**src/rtl/fwd_hazard_ctrl_if.sv**
```systemverilog
// fwd_hazard_ctrl_if: ID-stage operand/hazard bundle between the decode stage (master) and fwd_hazard_ctrl (slave)
interface fwd_hazard_ctrl_if #(
  parameter int rfWidth = 3,
  parameter int opForwardSelWidth = 2,
  parameter int CNT_WIDTH = 16
);
  logic [rfWidth-1:0] idRs;
  logic [rfWidth-1:0] idRt;
  logic idUseRs;
  logic idUseRt;
  logic [rfWidth-1:0] idDest;
  logic idRegWrite;
  logic idMemRead;
  logic flush;
  logic freeze;
  logic [opForwardSelWidth-1:0] selA;
  logic [opForwardSelWidth-1:0] selB;
  logic stall;
  logic [CNT_WIDTH-1:0] stallCount;
  modport master (
    output idRs, idRt, idUseRs, idUseRt, idDest, idRegWrite, idMemRead, flush, freeze,
    input selA, selB, stall, stallCount
  );
  modport slave (
    input idRs, idRt, idUseRs, idUseRt, idDest, idRegWrite, idMemRead, flush, freeze,
    output selA, selB, stall, stallCount
  );
endinterface

```
**src/rtl/fwd_hazard_ctrl.sv**
```systemverilog
// fwd_hazard_ctrl: EX/MEM/WB dest tracking, operand forward selects (ID=0 EX=1 MEM=2 WB=3), load-use stall and saturating stall counter
module fwd_hazard_ctrl #(
  parameter int rfWidth = 3,
  parameter int opForwardSelWidth = 2,
  parameter int ZERO_REG_HARD = 1,
  parameter int CNT_WIDTH = 16
) (
  input logic clk,
  input logic rst,
  fwd_hazard_ctrl_if.slave bus
);
  localparam logic [opForwardSelWidth-1:0] SEL_ID = opForwardSelWidth'(0);
  localparam logic [opForwardSelWidth-1:0] SEL_EX = opForwardSelWidth'(1);
  localparam logic [opForwardSelWidth-1:0] SEL_MEM = opForwardSelWidth'(2);
  localparam logic [opForwardSelWidth-1:0] SEL_WB = opForwardSelWidth'(3);
  typedef logic [rfWidth-1:0] reg_t;
  logic v_ex_q, v_ex_d, l_ex_q, l_ex_d, v_mem_q, v_mem_d, v_wb_q, v_wb_d;
  reg_t d_ex_q, d_ex_d, d_mem_q, d_mem_d, d_wb_q, d_wb_d;
  logic [CNT_WIDTH-1:0] cnt_q, cnt_d;
  logic [2:0] hit_a, hit_b;
  logic stall, bubble;
  function automatic logic match(input logic v, input reg_t d, input reg_t r);
    return v && d == r && !(ZERO_REG_HARD != 0 && r == '0);
  endfunction
  always_comb begin
    hit_a = {3{bus.idUseRs}} & {match(v_ex_q, d_ex_q, bus.idRs), match(v_mem_q, d_mem_q, bus.idRs), match(v_wb_q, d_wb_q, bus.idRs)};
    hit_b = {3{bus.idUseRt}} & {match(v_ex_q, d_ex_q, bus.idRt), match(v_mem_q, d_mem_q, bus.idRt), match(v_wb_q, d_wb_q, bus.idRt)};
    stall = l_ex_q && (hit_a[2] || hit_b[2]);
    bubble = stall || bus.flush;
    v_ex_d = bus.freeze ? v_ex_q : !bubble && bus.idRegWrite;
    l_ex_d = bus.freeze ? l_ex_q : !bubble && bus.idMemRead;
    d_ex_d = bus.freeze ? d_ex_q : bubble ? '0 : bus.idDest;
    v_mem_d = bus.freeze ? v_mem_q : v_ex_q;
    d_mem_d = bus.freeze ? d_mem_q : d_ex_q;
    v_wb_d = bus.freeze ? v_wb_q : v_mem_q;
    d_wb_d = bus.freeze ? d_wb_q : d_mem_q;
    cnt_d = (!bus.freeze && stall && !(&cnt_q)) ? cnt_q + 1'b1 : cnt_q;
  end
  assign bus.selA = hit_a[2] ? SEL_EX : hit_a[1] ? SEL_MEM : hit_a[0] ? SEL_WB : SEL_ID;
  assign bus.selB = hit_b[2] ? SEL_EX : hit_b[1] ? SEL_MEM : hit_b[0] ? SEL_WB : SEL_ID;
  assign bus.stall = stall;
  assign bus.stallCount = cnt_q;
  always_ff @(posedge clk or posedge rst) begin
    if (rst) begin
      v_ex_q <= 1'b0;
      l_ex_q <= 1'b0;
      d_ex_q <= '0;
      v_mem_q <= 1'b0;
      d_mem_q <= '0;
      v_wb_q <= 1'b0;
      d_wb_q <= '0;
      cnt_q <= '0;
    end else begin
      v_ex_q <= v_ex_d;
      l_ex_q <= l_ex_d;
      d_ex_q <= d_ex_d;
      v_mem_q <= v_mem_d;
      d_mem_q <= d_mem_d;
      v_wb_q <= v_wb_d;
      d_wb_q <= d_wb_d;
      cnt_q <= cnt_d;
    end
  end
endmodule

```
**src/flat_wrapper.sv**
```systemverilog
// flat-port wrapper written by rule: the top's interface ports become plain ports
module fwd_hazard_ctrl_flat 
#(
  parameter int rfWidth = 3,
  parameter int opForwardSelWidth = 2,
  parameter int ZERO_REG_HARD = 1,
  parameter int CNT_WIDTH = 16
)
  (clk, rst, bus_idRs, bus_idRt, bus_idUseRs, bus_idUseRt, bus_idDest, bus_idRegWrite, bus_idMemRead, bus_flush, bus_freeze, bus_selA, bus_selB, bus_stall, bus_stallCount);
  fwd_hazard_ctrl_if #(.rfWidth(rfWidth), .opForwardSelWidth(opForwardSelWidth), .CNT_WIDTH(CNT_WIDTH)) bus_i ();
  input logic clk;
  input logic rst;
  input wire logic [$bits(bus_i.idRs)-1:0] bus_idRs;
  input wire logic [$bits(bus_i.idRt)-1:0] bus_idRt;
  input wire logic [$bits(bus_i.idUseRs)-1:0] bus_idUseRs;
  input wire logic [$bits(bus_i.idUseRt)-1:0] bus_idUseRt;
  input wire logic [$bits(bus_i.idDest)-1:0] bus_idDest;
  input wire logic [$bits(bus_i.idRegWrite)-1:0] bus_idRegWrite;
  input wire logic [$bits(bus_i.idMemRead)-1:0] bus_idMemRead;
  input wire logic [$bits(bus_i.flush)-1:0] bus_flush;
  input wire logic [$bits(bus_i.freeze)-1:0] bus_freeze;
  output wire logic [$bits(bus_i.selA)-1:0] bus_selA;
  output wire logic [$bits(bus_i.selB)-1:0] bus_selB;
  output wire logic [$bits(bus_i.stall)-1:0] bus_stall;
  output wire logic [$bits(bus_i.stallCount)-1:0] bus_stallCount;
  assign bus_i.idRs = bus_idRs;
  assign bus_i.idRt = bus_idRt;
  assign bus_i.idUseRs = bus_idUseRs;
  assign bus_i.idUseRt = bus_idUseRt;
  assign bus_i.idDest = bus_idDest;
  assign bus_i.idRegWrite = bus_idRegWrite;
  assign bus_i.idMemRead = bus_idMemRead;
  assign bus_i.flush = bus_flush;
  assign bus_i.freeze = bus_freeze;
  assign bus_selA = bus_i.selA;
  assign bus_selB = bus_i.selB;
  assign bus_stall = bus_i.stall;
  assign bus_stallCount = bus_i.stallCount;
  fwd_hazard_ctrl #(.rfWidth(rfWidth), .opForwardSelWidth(opForwardSelWidth), .ZERO_REG_HARD(ZERO_REG_HARD), .CNT_WIDTH(CNT_WIDTH)) u_core (.clk(clk), .rst(rst), .bus(bus_i));
endmodule
```
**config.mk**
```make
export PLATFORM = sky130hd
export DESIGN_NAME = fwd_hazard_ctrl_flat
export DESIGN_NICKNAME = d
export VERILOG_FILES = /design/src/rtl/fwd_hazard_ctrl_if.sv /design/src/rtl/fwd_hazard_ctrl.sv /design/src/flat_wrapper.sv
export SDC_FILE = /design/constraint.sdc
export NUM_CORES = 1
export LEC_CHECK = 0
export ABC_AREA = 1
export CORE_MARGIN = 2
export CORE_UTILIZATION = 51
export DETAILED_ROUTE_END_ITERATION = 8
export PLACE_DENSITY = 0.8
export SYNTH_ARGS = -nofsm -noshare
export SYNTH_HDL_FRONTEND = slang
export SYNTH_SLANG_ARGS = --single-unit
```
**constraint.sdc**
```tcl
create_clock -name clk -period 2 [get_ports clk]
set_input_delay 0.6 -clock clk [delete_from_list [all_inputs] [get_ports clk]]
set_output_delay 0.6 -clock clk [all_outputs]
set_load 0.03 [all_outputs]
```
==> impl_metrics.tcl, run 1 <==
set metrics [dict create \
    drive_gt1_share_pct 25.5 \
    cpPeakStageDelay_ns 0.44 \
    cts_tree "yes" \
    wl_met3_um 203 \
    layout.nets 328 \
    place_area_mm2 0.00234 \
    area_delta_synth_final_pct 34.7 \
    p_total_uw 1280 \
    power_frac_seq_pct 51.8 \
    first_pass_iters 4 \
    die_y_um 64.1 \
    start_util_pct 54.3 \
    grt_pass1_wl_mm 7.97 \
    synth_warnings 0 \
    hp-class "flop to flop" \
    rsz0062_at_grt "true" \
    grt_pass1_vias 1700 \
    min_period_ns 2.12 \
    maxUsedRoutingLayer "met4" \
    vdd_drop_max_mv 0.336 \
    endpoint_kind "primary output" \
    critical_path.max_fanout 4 \
    cts-htree-levels 2 \
    critPathLaunchType "flop" \
    slew_violations 0 \
    synth_area_per_cell_um2 7.31 \
    routabilityCongestion 0.879 \
    maxCapViolations 0 \
    die_w_um 64.1 \
    worst-setup-path-type "flop to primary output" \
    violations "negative setup slack" \
    grt_use_total_pct 25.0 \
    multiInputGateArea_mm2 0.00104 \
    vias_per_cell 5.01 \
    max_clock_freq_mhz 471 \
    route.vias.total 1783 \
    slew_headroom_pct 76.1 \
    tightestPinTransition_ns 0.359 \
    cp.arrival_ns 1.52 \
    synth_nets 270 \
    status "complete, but fails checks" \
    portBuffers 37 \
    grt_max_degree 30 \
    die_area_mm2 0.00411 \
    drt-met1-wl_mm 2.25 \
    finalSetupViolations 5 \
    cellPowerDensity_mw_per_mm2 515 \
    grt.overflow.total 0 \
    p_comb_share_pct 19.7 \
    swShare_pct 29.8 \
    num_io_pins 38 \
    internal_power_uw 897 \
    place_inst 342 \
    p_clk_share_pct 28.5 \
    worstSkewPairLatency_ns 0.33 \
    clk_pin_slew_worst_paths_ns 0.09 \
    final_util_pct 73.2 \
    ys_ff_latch 29 \
    finalHoldViolations 0 \
    seq_area_um2 728 \
    first_iter_violations 95 \
    ctsHoldBuffers 0 \
    ys_seq_area_share_pct 39.4 \
    netSwitchingPower_uw 380 \
    synth_cells 252 \
    syn-cell-area_mm2 0.00184 \
    drc 0 \
    crit_chain "inv_2 > o211ai_1 > nor2_1 > nand3_1 > a21boi_2 > buf_6" \
    p_leak_uw 0.00132 \
    routed_wirelength_mm 4.47 \
    pre_cts_slack_ns -0.629 \
    synth.distinct_cells 28 \
    dr_wl_met2_mm 1.97 \
    antenna_cells 0 \
    cp_slowest_cell "dfrtp_1" \
    clock_path_buffers 2 \
    final_area_mm2 0.00248 \
    fp-row-count 21 \
    cts_buffers 5 \
    hpwlAfterDp_mm 3.35 \
    fin_skew_ns 0.00808 \
    required_ns 1.40 \
    worst_slack_ns -0.121 \
    fin_crit_sh_pct 106 \
    layout.cells.non_filler 356 \
    core-area_mm2 0.00339 \
    root_buffer "clkbuf_4" \
    numClockSinks 29 \
    nFillCells 283 \
    postRouteAntennaNets 0 \
    antenna_found_initial 0 \
    wl_per_cell_um 12.5 \
]
[critical path: cells and delay by family (launching register included)]
family	cells	cell delay [ns]
flip-flops	1	0.44
AND/OR/NAND/NOR	2	0.27
AO/OA/AOI/OAI	2	0.26
buffers and inverters	2	0.23
[what timing repair did]
item / in CTS / in global routing
setup buffers: 5 / 2
gates resized for setup: 77 / 8
setup endpoints to repair: 37 / 5
pin swaps: 17 / 16
[routing by layer]
layer,vias to the layer above,GRT usage (%)
met5,-,0
met2,48,35.9
met3,4,5.28
met1,813,37.8
met4,0,7.18
li1,918,-
[worst paths after layout]
path	from	end	slack [ns]	cells after the start
worst max-delay path	u_core.d_mem_q[2]	bus_selA[1]	-0.12	6
worst min-delay path	u_core.d_wb_q[2]	u_core.d_wb_q[2]	0.56	2
worst max register to register	u_core.bus.stallCount[0]	u_core.bus.stallCount[10]	0.29	9
worst min register to register	u_core.d_wb_q[2]	u_core.d_wb_q[2]	0.56	2
max in group asynchronous	rst	u_core.d_wb_q[2]	1.09	3
min in group asynchronous	rst	u_core.bus.stallCount[9]	0.62	3
[registers in the layout (all words and copies together) (netlist names)]
name,cells
u_core.l_ex_q,1
u_core.bus.stallCount,16
u_core.v_wb_q,1
u_core.d_wb_q,3
u_core.d_mem_q,3
u_core.v_mem_q,1
u_core.v_ex_q,1
u_core.d_ex_q,3
[logic make-up after synthesis]
| logic type | synth area share [%] |
|---|---|
| AOI/OAI and AO/OA | 8.90 |
| adders and majority gates | 0.679 |
| xor gates and xnor gates | 7.61 |
| and+or+nand+nor | 36.0 |
| DFF | 39.4 |
| buffers and inverters | 7.40 |
[synthesized netlist by cell type (all sizes together)]
cell | instances | area share (%)
a21boi | 2 | 0.81
a21oi | 3 | 0.81
buf | 2 | 0.88
clkbuf | 2 | 0.41
dfrtp | 29 | 39
ha | 1 | 0.68
inv | 30 | 6.1
nand2 | 104 | 22
nand3 | 12 | 4.5
nand3b | 2 | 0.81
nand4 | 3 | 2.2
nor2 | 16 | 4.3
nor3 | 8 | 2.2
o211ai | 5 | 2.0
o21ai | 8 | 2.2
o22ai | 9 | 3.1
xnor2 | 8 | 3.8
xor2 | 8 | 3.8
[power groups by stage]
| stage | registers (uW) | clock network [uW] | logic (uW) |
|---|---|---|---|
| finish | 662 | 364 | 251 |
| global route | 667 | 407 | 284 |
| CTS | 660 | 375 | 243 |
| detailed placement | 670 | 0 | 224 |
| global placement | 670 | 0 | 219 |
| floorplan | 667 | 0 | 121 |
[stage by stage]
| stage | hold WS, ns | setup TNS (ns) |
|---|---|---|
| final | 0.563 | -0.443 |
| after global routing | 0.615 | -0.919 |
| after CTS | 0.564 | -0.412 |
| after detailed placement | 0.527 | -9.86 |
| after global placement | 0.525 | -9.44 |
| after floorplan | 0.471 | -0.00146 |
[cells in the final DEF (no fill, tap or decap), types with 8 or more instances in the layout]
master	instances
o21ai_0	8
clkdlybuf4s50_1	8
nand3_1	8
inv_1	16
inv_2	14
buf_4	18
dfrtp_1	27
xor2_1	8
nand2_1	97
dlygate4sd2_1	16
nor2_1	11
xnor2_1	8
o22ai_1	8
buf_6	8
[area by class of cell]
cell class                 instances  area share, %
sequential                        29           29.3
inverter                          30           4.54
clock buffer                       6           2.07
timing repair buffer              55           19.6
clock inverter                     1          0.303
multi-input combinational        189           41.9
tap                               46           2.32
(Power assumes the default switching activity.)
==> run 2: changes to the inputs <==
--- a/config.mk
+++ b/config.mk
@@ -8,6 +8,7 @@
 export ABC_AREA = 1
 export CORE_MARGIN = 2
 export CORE_UTILIZATION = 51
+export CTS_CLUSTER_SIZE = 28
 export DETAILED_ROUTE_END_ITERATION = 8
 export PLACE_DENSITY = 0.8
 export SYNTH_ARGS = -nofsm -noshare
==> results of run 2 <==
The final DEF is identical to that of run 1; final timing and power are the same.
==> run 3: changes to the inputs <==
--- a/config.mk
+++ b/config.mk
@@ -6,6 +6,7 @@
 export NUM_CORES = 1
 export LEC_CHECK = 0
 export ABC_AREA = 1
+export CAP_MARGIN = 10
 export CORE_MARGIN = 2
 export CORE_UTILIZATION = 51
 export CTS_CLUSTER_SIZE = 28
==> results of run 3 <==
The final DEF is identical to that of run 1; final timing and power are the same.
